<file path="src/rtl/enoc_pkg.sv">
// rtl/enoc_pkg.sv - shared router constants and types for the enoc switch allocator
// Contents: router port count and port index constants (c,n,e,s,w,u,d),
// the default downstream credit depth, and the crossbar select type.
package enoc_pkg;

  localparam int PORTS = 7;

  // Router port indices.
  localparam int C = 0;
  localparam int N = 1;
  localparam int E = 2;
  localparam int S = 3;
  localparam int W = 4;
  localparam int U = 5;
  localparam int D = 6;

  // Default downstream buffer depth per output.
  localparam int CREDITS = 4;

  localparam int SEL_W = $clog2(PORTS);
  typedef logic [SEL_W-1:0] port_sel_t;

endpackage

</file>
<file path="src/rtl/enoc_rr_arbiter.sv">
// rtl/enoc_rr_arbiter.sv - WIDTH-wide round-robin arbiter with its own priority pointer
// Ports:
//   clk, reset_n  clock, synchronous active-low reset (pointer returns to 0)
//   req_i         request vector, bit i = requester i
//   en_i          arbitration enable; when low no grant is issued and the pointer holds
//   gnt_o         one-hot grant (combinational)
module enoc_rr_arbiter #(
  parameter int WIDTH = 7
) (
  input  logic             clk,
  input  logic             reset_n,
  input  logic [WIDTH-1:0] req_i,
  input  logic             en_i,
  output logic [WIDTH-1:0] gnt_o
);
  import enoc_pkg::*;

  localparam int PW = (WIDTH > 1) ? $clog2(WIDTH) : 1;

  logic [PW-1:0] ptr_q;
  logic [PW-1:0] ptr_d;
  // One extra bit so ptr + offset never overflows before the wrap correction.
  logic [PW:0]   idx;
  logic          found;

  always_comb begin
    gnt_o = '0;
    ptr_d = ptr_q;
    idx   = '0;
    found = 1'b0;
    if (en_i) begin
      // Scan from the pointer upward, wrapping modulo WIDTH; first requester wins.
      for (int k = 0; k < WIDTH; k++) begin
        idx = {1'b0, ptr_q} + (PW+1)'(k);
        if (idx >= (PW+1)'(WIDTH)) begin
          idx = idx - (PW+1)'(WIDTH);
        end
        if (!found && req_i[idx[PW-1:0]]) begin
          found                = 1'b1;
          gnt_o[idx[PW-1:0]]   = 1'b1;
          ptr_d = (idx == (PW+1)'(WIDTH-1)) ? '0 : idx[PW-1:0] + PW'(1);
        end
      end
    end
  end

  always_ff @(posedge clk) begin
    if (!reset_n) begin
      ptr_q <= '0;
    end else begin
      ptr_q <= ptr_d;
    end
  end

endmodule

</file>
<file path="src/rtl/enoc_switch_allocator.sv">
// rtl/enoc_switch_allocator.sv - per-router switch allocator with round-robin per output
// Optional feature macro: ENOC_CREDIT_EN (credit-based flow control instead of ready).
// Ports:
//   clk, reset_n    clock, synchronous active-low reset
//   i_output_req    [input][output] one-hot (or zero) request rows from route calculators
//   i_en            downstream ready per output (without ENOC_CREDIT_EN)
//   i_credit        one-cycle credit-return pulse per output (with ENOC_CREDIT_EN)
//   o_input_grant   input i's head flit transfers this cycle
//   o_output_val    output o carries a valid flit this cycle
//   o_sel           crossbar select, winning input index per output
module enoc_switch_allocator #(
  parameter int PORTS   = enoc_pkg::PORTS,
  parameter int CREDITS = enoc_pkg::CREDITS
) (
  input  logic                                clk,
  input  logic                                reset_n,
  input  logic [0:PORTS-1][0:PORTS-1]         i_output_req,
`ifdef ENOC_CREDIT_EN
  input  logic [0:PORTS-1]                    i_credit,
`else
  input  logic [0:PORTS-1]                    i_en,
`endif
  output logic [0:PORTS-1]                    o_input_grant,
  output logic [0:PORTS-1]                    o_output_val,
  output logic [0:PORTS-1][$clog2(PORTS)-1:0] o_sel
);
  import enoc_pkg::*;

  localparam int SW = $clog2(PORTS);

  logic [PORTS-1:0] col_req [PORTS];
  logic [PORTS-1:0] col_gnt [PORTS];
  logic [PORTS-1:0] elig;
  logic [PORTS-1:0] out_busy;

  // Column o of the request matrix is the request vector seen by output o.
  always_comb begin
    for (int o = 0; o < PORTS; o++) begin
      for (int i = 0; i < PORTS; i++) begin
        col_req[o][i] = i_output_req[i][o];
      end
    end
  end

  // Gating with reset_n forces every grant (and so every output) low during reset.
  for (genvar o = 0; o < PORTS; o++) begin : g_arb
    enoc_rr_arbiter #(.WIDTH(PORTS)) u_arb (
      .clk     (clk),
      .reset_n (reset_n),
      .req_i   (col_req[o]),
      .en_i    (elig[o] & reset_n),
      .gnt_o   (col_gnt[o])
    );
  end

`ifdef ENOC_CREDIT_EN
  localparam int CW = $clog2(CREDITS + 1);

  logic [CW-1:0] credit_q [PORTS];
  logic [CW-1:0] credit_d [PORTS];

  always_comb begin
    for (int o = 0; o < PORTS; o++) begin
      elig[o] = (credit_q[o] != '0);
    end
  end

  // A grant and a credit return in the same cycle cancel out.
  always_comb begin
    for (int o = 0; o < PORTS; o++) begin
      credit_d[o] = credit_q[o];
      if (out_busy[o] && !i_credit[o]) begin
        credit_d[o] = credit_q[o] - CW'(1);
      end else if (!out_busy[o] && i_credit[o] && (credit_q[o] != CW'(CREDITS))) begin
        credit_d[o] = credit_q[o] + CW'(1);
      end
    end
  end

  always_ff @(posedge clk) begin
    if (!reset_n) begin
      for (int o = 0; o < PORTS; o++) begin
        credit_q[o] <= CW'(CREDITS);
      end
    end else begin
      for (int o = 0; o < PORTS; o++) begin
        credit_q[o] <= credit_d[o];
      end
    end
  end
`else
  always_comb begin
    for (int o = 0; o < PORTS; o++) begin
      elig[o] = i_en[o];
    end
  end
`endif

  // Rows are one-hot, so each input wins at most one output and a plain OR
  // of all grant columns is the input-side pop.
  always_comb begin
    o_input_grant = '0;
    o_output_val  = '0;
    o_sel         = '0;
    out_busy      = '0;
    for (int o = 0; o < PORTS; o++) begin
      out_busy[o]     = |col_gnt[o];
      o_output_val[o] = out_busy[o];
      for (int i = 0; i < PORTS; i++) begin
        if (col_gnt[o][i]) begin
          o_input_grant[i] = 1'b1;
          o_sel[o]         = SW'(i);
        end
      end
    end
  end

endmodule

</file>
<file path="config.mk">
export PLATFORM = sky130hd
export DESIGN_NAME = enoc_switch_allocator
export DESIGN_NICKNAME = d
export VERILOG_FILES = /design/src/rtl/enoc_pkg.sv /design/src/rtl/enoc_rr_arbiter.sv /design/src/rtl/enoc_switch_allocator.sv
export SDC_FILE = /design/constraint.sdc
export NUM_CORES = 1
export LEC_CHECK = 0
export BUFFER_PORTS_ARGS = -buffer_cell sky130_fd_sc_hd__buf_2
export CAP_MARGIN = 20
export CORE_MARGIN = 10
export CORE_UTILIZATION = 45
export CTS_BUF_LIST = sky130_fd_sc_hd__clkbuf_2
export DETAILED_ROUTE_END_ITERATION = 7
export SYNTH_ARGS = -nofsm -noshare
export SYNTH_HDL_FRONTEND = slang
export SYNTH_SLANG_ARGS = --single-unit
export TNS_END_PERCENT = 1
</file>
<file path="constraint.sdc">
create_clock -name clk -period 7.24 [get_ports clk]
set_clock_uncertainty 0.2 [all_clocks]
set_input_delay 0.724 -clock clk [delete_from_list [all_inputs] [get_ports clk]]
set_output_delay 0.724 -clock clk [all_outputs]
set_load 0.01 [all_outputs]
</file>
Yosys cells after proc, flatten, opt, wreduce, memory -nomap -nowiden
Cells that the tools add are included. W data, S select, Z words.

Add/sub/neg operators: 140. $lt $le $gt $ge: 147. Equality and inequality tests: 49. Muxes and demuxes: 665. Bitwise operators: 49. Reductions and logical operators: 154.

Operator list (number): $mux W7 (98); $mux W3 (133); $mux W4 (98); $or A7 B7 Y7 (42); $mux W1 (238); $eq A4 B3 Y1 const B (49); $lt A3 B4 Y1 const B (49); $ge A4 B3 Y1 const B (42); $sub A4 B3 Y4 const B (42); $add A3 B1 Y3 const B (49); $bmux W1 S3 (49); $demux W1 S3 (49); $ge A3 B1 Y1 const B (49); $logic_and A1 B1 Y1 (91); $add A3 B3 Y4 const B (21); $add A3 B2 Y4 const B (14); $reduce_bool A7 Y1 (7); $reduce_or A7 Y1 (7); $logic_not A1 Y1 (42); $add A3 B1 Y4 const B (7); $sub A3 B3 Y4 const B (7); $ge A3 B3 Y1 const B (7); $reduce_and A2 Y1 (7); $and A1 B1 Y1 (7).

Bits in registers: 21. Output and inout port bits: 35.

Logic depth before layout (Yosys ltp)
Depth in word-level cells: 38. Gate-level depth with buffers: 25. Gate-level depth less buffers: 15.

Modules after synthesis
A second synthesis with hierarchy kept.

Cells, all modules: 3066. Area, all modules: 20254.4 sq um.

Modules (own cells, without submodules): enoc_rr_arbiter (g_arb[1].u_arb ...) (instances 5, cells each 418, area each 2750.1 sq um, seq. area each 60.1 sq um); enoc_rr_arbiter (g_arb[6].u_arb) (instances 1, cells each 455, area each 3084.2 sq um, seq. area each 60.1 sq um); enoc_rr_arbiter (g_arb[0].u_arb) (instances 1, cells each 432, area each 2855.2 sq um, seq. area each 60.1 sq um); enoc_switch_allocator (instances 1, cells each 89, area each 564.3 sq um, seq. area each 0.0 sq um).

Least setup slack after synthesis
OpenSTA, ideal clock, no wires.

Path kind: reg2out. From: register g_arb[0].u_arb.ptr_q[0]. To: output o_output_val[0] (netlist name). Arrival: 4.928 ns. Data required time: 6.316 ns. Slack: 1.388 ns. Cell stages (with the launch flop): 20. Path through: dfxtp_1 > clkbuf_1 > buf_1 > clkbuf_1 > clkbuf_1 > clkbuf_1 > nand2_1 > ha_1 > a21bo_2 > buf_2 > mux2i_1 > mux4_2 > nand2_1 > nand2_1 > and4b_1 > buf_2 > a32o_1 > o311a_1 > or3b_1 > nand3b_1.

Word-level cells in the longest chain between the ends: 32.

Ends and longest elaborated chain: start: declaration (RTL line enoc_rr_arbiter.sv:20) `logic [PW-1:0] ptr_q;`; start signal: assignment (RTL line enoc_rr_arbiter.sv:51) `ptr_q <= ptr_d;`; parallel branches: the longest is 29 deep, another holds $add A3 B1 Y4; $mux W7 (*) (RTL line enoc_rr_arbiter.sv:38) `if (!found && req_i[idx[PW-1:0]]) begin`; $mux W7 (*) (RTL line enoc_rr_arbiter.sv:31) `if (en_i) begin`; $reduce_or A7 Y1 (*) (RTL line enoc_switch_allocator.sv:107) `out_busy[o] = |col_gnt[o];`; end: declaration (RTL line enoc_switch_allocator.sv:24) `output logic [0:PORTS-1] o_output_val,`.

Every way passes the cells marked *. The select of a mux whose other input is x is not followed.

Final worst setup path
From: register g_arb[1].u_arb.ptr_q[2]. To: output o_input_grant[3] (netlist name).

Word-level cells in the longest chain between the ends: 37.

Ends and longest elaborated chain: start: declaration (RTL line enoc_rr_arbiter.sv:20); start signal: assignment (RTL line enoc_rr_arbiter.sv:51); parallel branches: the longest is 29 deep, another holds $add A3 B1 Y4; $mux W7 (*) (RTL line enoc_rr_arbiter.sv:38); $mux W7 (*) (RTL line enoc_rr_arbiter.sv:31); $mux W1 (*) (6 in a row) (RTL line enoc_switch_allocator.sv:110) `if (col_gnt[o][i]) begin`; end: declaration (RTL line enoc_switch_allocator.sv:23) `output logic [0:PORTS-1] o_input_grant,`.

Marked as above.

==> impl_metrics.csv <==
group,metric,value,unit
final_layout,area_growth,2.21,%
clock_network,path_clk_slew,0.37,ns
placement,dp_slack,0.896,ns
power,power_frac_clock,0.008,
global_routing,grt_max_degree,66,
route,wire_per_inst,23.0,µm
placement,hpwlAfterDp,60200,µm
min_path,hold_end,"g_arb[0].u_arb.ptr_q[2]",
floorplan,initial_core_util,0.456,
timing,max_freq,0.146,GHz
synth,ys_seq_elements,21,
floorplan,rows,76,
global_routing,grt-ovfl-total,0,
power,p_int,3.51,mW
route,dr_total_vias,24166,
route,routed_wirelength,79900,µm
critical_path,cp-end-kind,"output port",
critical_path,cp_max_fo,18,
final_layout,drive_above_1_share,0.104,
timing,setup_viol_count_final,0,
route,drtIter0Drc,3553,
synth,synth_nets,3179,
final_layout,fillers,4537,
clock_network,clock_path_buffers,2,
clock_network,numCtsBuffers,3,
placement,port_buffers,92,
timing,setup_tns,0,ns
final_layout,regMostFlops,"g_arb.u_arb.ptr_q",
global_routing,antenna_found_initial,4,
final_layout,multi_input_area,0.0177,mm²
route,drcViolationCount,0,
synth,ys_async_sr_fraction,0,
route,vias_per_cell,6.95,
placement,gp_congestion,1.06,
critical_path,crit_required,6.32,ns
timing,finalHoldViolations,0,
clock_network,cts_max_level,1,
route,drt_pass1_iterations,6,
critical_path,timing.rr.start,"g_arb[4].u_arb.ptr_q[1]",
synth,postSynthCellCount,3013,
power,p_leak,7.47,nW
critical_path,path_class,"register to output port",
final_layout,fin_area,0.0202,mm²
critical_path,worstPathArrival,5.95,ns
run_status,status,"complete, no violations",
global_routing,grt_use_total,0.280,
timing,fin_crit,6.87,ns
floorplan,die_w,229,µm
synth,yosysTopAreaCell,"mux2i_1",
min_path,holdPathStages,3,
clock_network,post_cts_buffers,0,
flow_run,drv_cap,0,
floorplan,core-area,0.0433,mm²
clock_network,cts-resized-gates,0,
synth,synth-edff-count,0,
power,p_sw_frac,0.642,
timing,rsz0062_at_grt,"false",
floorplan,die_area,0.0526,mm²
final_layout,largest_reg_flops,21,
power,vdd_drop_max,0.330,mV
final_layout,regArea,430,µm²
critical_path,reg2reg_slack,1.68,ns
timing,slew_violations,0,
floorplan,die_h,229,µm
clock_network,cts_tree,"yes",
timing,worst_pin_slew,0.949,ns
synth,ys.flop_type,"dfxtp_1",
final_layout,reg.largest.list,"g_arb.u_arb.ptr_q x21",
synth,synth_cell_types,112,
synth,syn_area,0.0197,mm²
final_layout,fin_nets,3057,
critical_path,start_kind,"register",
synth,synth_area_leaders,"mux2i_1 8.0%, ha_1 6.4%, nand2_1 6.1%, o21ai_0 4.8%, a21oi_1 4.4%",
timing,setup_slack,0.370,ns
timing,slew_headroom,0.367,
power,seqPwrFrac,0.028,
clock_network,cts_sinks,21,
synth,avgSynthCellArea,6.55,µm²
placement,placed_area,0.0201,mm²
power,switchingPower,6.28,mW
critical_path,reg2reg_to,"g_arb[4].u_arb.ptr_q[0]",
synth,synth_top_area_share,0.0796,
critical_path,rr_worst_depth,13,
power,comb_power_share,0.963,
power,total_power,9.79,mW
min_path,holdCritStartpoint,"i_en[0]",
clock_network,insertion_delay,0.50,ns
power,p_per_area,485,mW/mm²
clock_network,cts-root-buf,"clkbuf_2",
timing,post-route-period-util,0.949,
synth,yosys_warnings,0,
floorplan,io_pins,93,
global_routing,grt_pass1_wl,123000,µm
route,drtAntennaViolNets,0,
global_routing,grt_pass1_vias,21306,
clock_network,cts_hold_buf,0,
synth,ys_seq_area_frac,0.0213,
min_path,hp-class,"input pin to register",
-- synthesized netlist by cell type (42+ instances only) --
cell type	instances
nand2_1	321
nor2_1	229
o21ai_0	190
a21oi_1	173
mux2i_1	157
clkbuf_1	155
nand3_1	144
ha_1	101
nor3_1	97
inv_1	95
a31oi_1	86
nand2b_1	83
nor2b_1	62
buf_2	59
xnor2_1	48
mux2_2	42
-- worst max-delay path, cell delays in order (launching register included) --
cell and delay (ns):
dfxtp_1 0.73, inv_1 0.33, ha_1 0.78, nand2_1 0.19, o21ai_1 0.31, mux2i_1 0.15
mux4_2 0.57, nand3_2 0.27, nor2_1 0.19, and3b_1 0.26, a2111oi_2 0.38, a31oi_1 0.22
nor4b_1 0.54, nand2_1 0.29, buf_2 0.23
-- how the worst max path moves through the flow --
stage / slack, ns / start / cells after the start / to
final: 0.37 / g_arb[1].u_arb.ptr_q[2] / 14 / o_input_grant[3]
after global routing: 0.05 / g_arb[1].u_arb.ptr_q[2] / 14 / o_input_grant[3]
after CTS: 0.26 / g_arb[1].u_arb.ptr_q[1] / 14 / o_input_grant[3]
after detailed placement: 0.90 / g_arb[1].u_arb.ptr_q[1] / 14 / o_input_grant[3]
after global placement: 0.94 / g_arb[1].u_arb.ptr_q[1] / 14 / o_input_grant[3]
after floorplan: 1.39 / g_arb[0].u_arb.ptr_q[0] / 19 / o_output_val[0]
-- stage by stage --
stage          cells  utilization  hold WS, ns
3_3_place_gp    3471        0.465        0.493
5_1_grt         3476        0.466        0.240
6_report        3476        0.466        0.234
4_1_cts         3475        0.466        0.228
3_5_place_dp    3471        0.465        0.497
2_1_floorplan   3013            -        0.521
-- layout make-up --
type / instances / area share
multi-input cells: 2620 / 0.879
repair buffers: 141 / 0.0423
well taps: 585 / 0.0363
flip-flops and latches: 21 / 0.0213
inverters: 104 / 0.0195
clock buffers: 3 / 0.000744
clock inverters: 1 / 0.000248
diodes: 1 / 0.000124
-- power by group through the flow --
stage / combinational (mW) / sequential, mW / clock [mW]
4_1_cts: 9.14 / 0.273 / 0.0833
3_3_place_gp: 9.10 / 0.274 / 0
5_1_grt: 10.2 / 0.287 / 0.0842
2_1_floorplan: 6.91 / 0.208 / 0
6_report: 9.43 / 0.278 / 0.0809
3_5_place_dp: 9.10 / 0.277 / 0
-- metal layers --
layer  GRT usage  vias to the layer above  wire length, µm
met1       0.392                    11396            34700
met5           0                        -               35
met4      0.0879                        6             2930
met3      0.0370                      207             7690
met2       0.434                     1439            34600
li1            -                    11118                -
-- cell usage in the layout, fill, tap and decap left out, types with 36 or more instances in the layout --
cell type  count
o211ai_1      40
nand2b_1      83
inv_1         95
mux2i_1      157
xnor2_1       48
a211oi_1      36
buf_4         47
nand2_1      321
buf_2         92
ha_1          98
a31oi_1       86
nor3_1        97
nand3_1      144
nor2_1       229
nor2b_1       62
o21ai_0      190
mux2_2        42
a21oi_1      173
-- logic make-up after synthesis --
| logic type | Yosys count | synth area share |
|---|---|---|
| xor gates and xnor gates | 76 | 0.0345 |
| AOI/OAI and AO/OA | 965 | 0.334 |
| muxes | 222 | 0.130 |
| and+or+nand+nor | 1249 | 0.329 |
| adders and majority gates | 108 | 0.0711 |
| buffers and inverters | 372 | 0.0802 |
| DFF | 21 | 0.0213 |
Note: power is estimated with default switching activity, not from simulation.
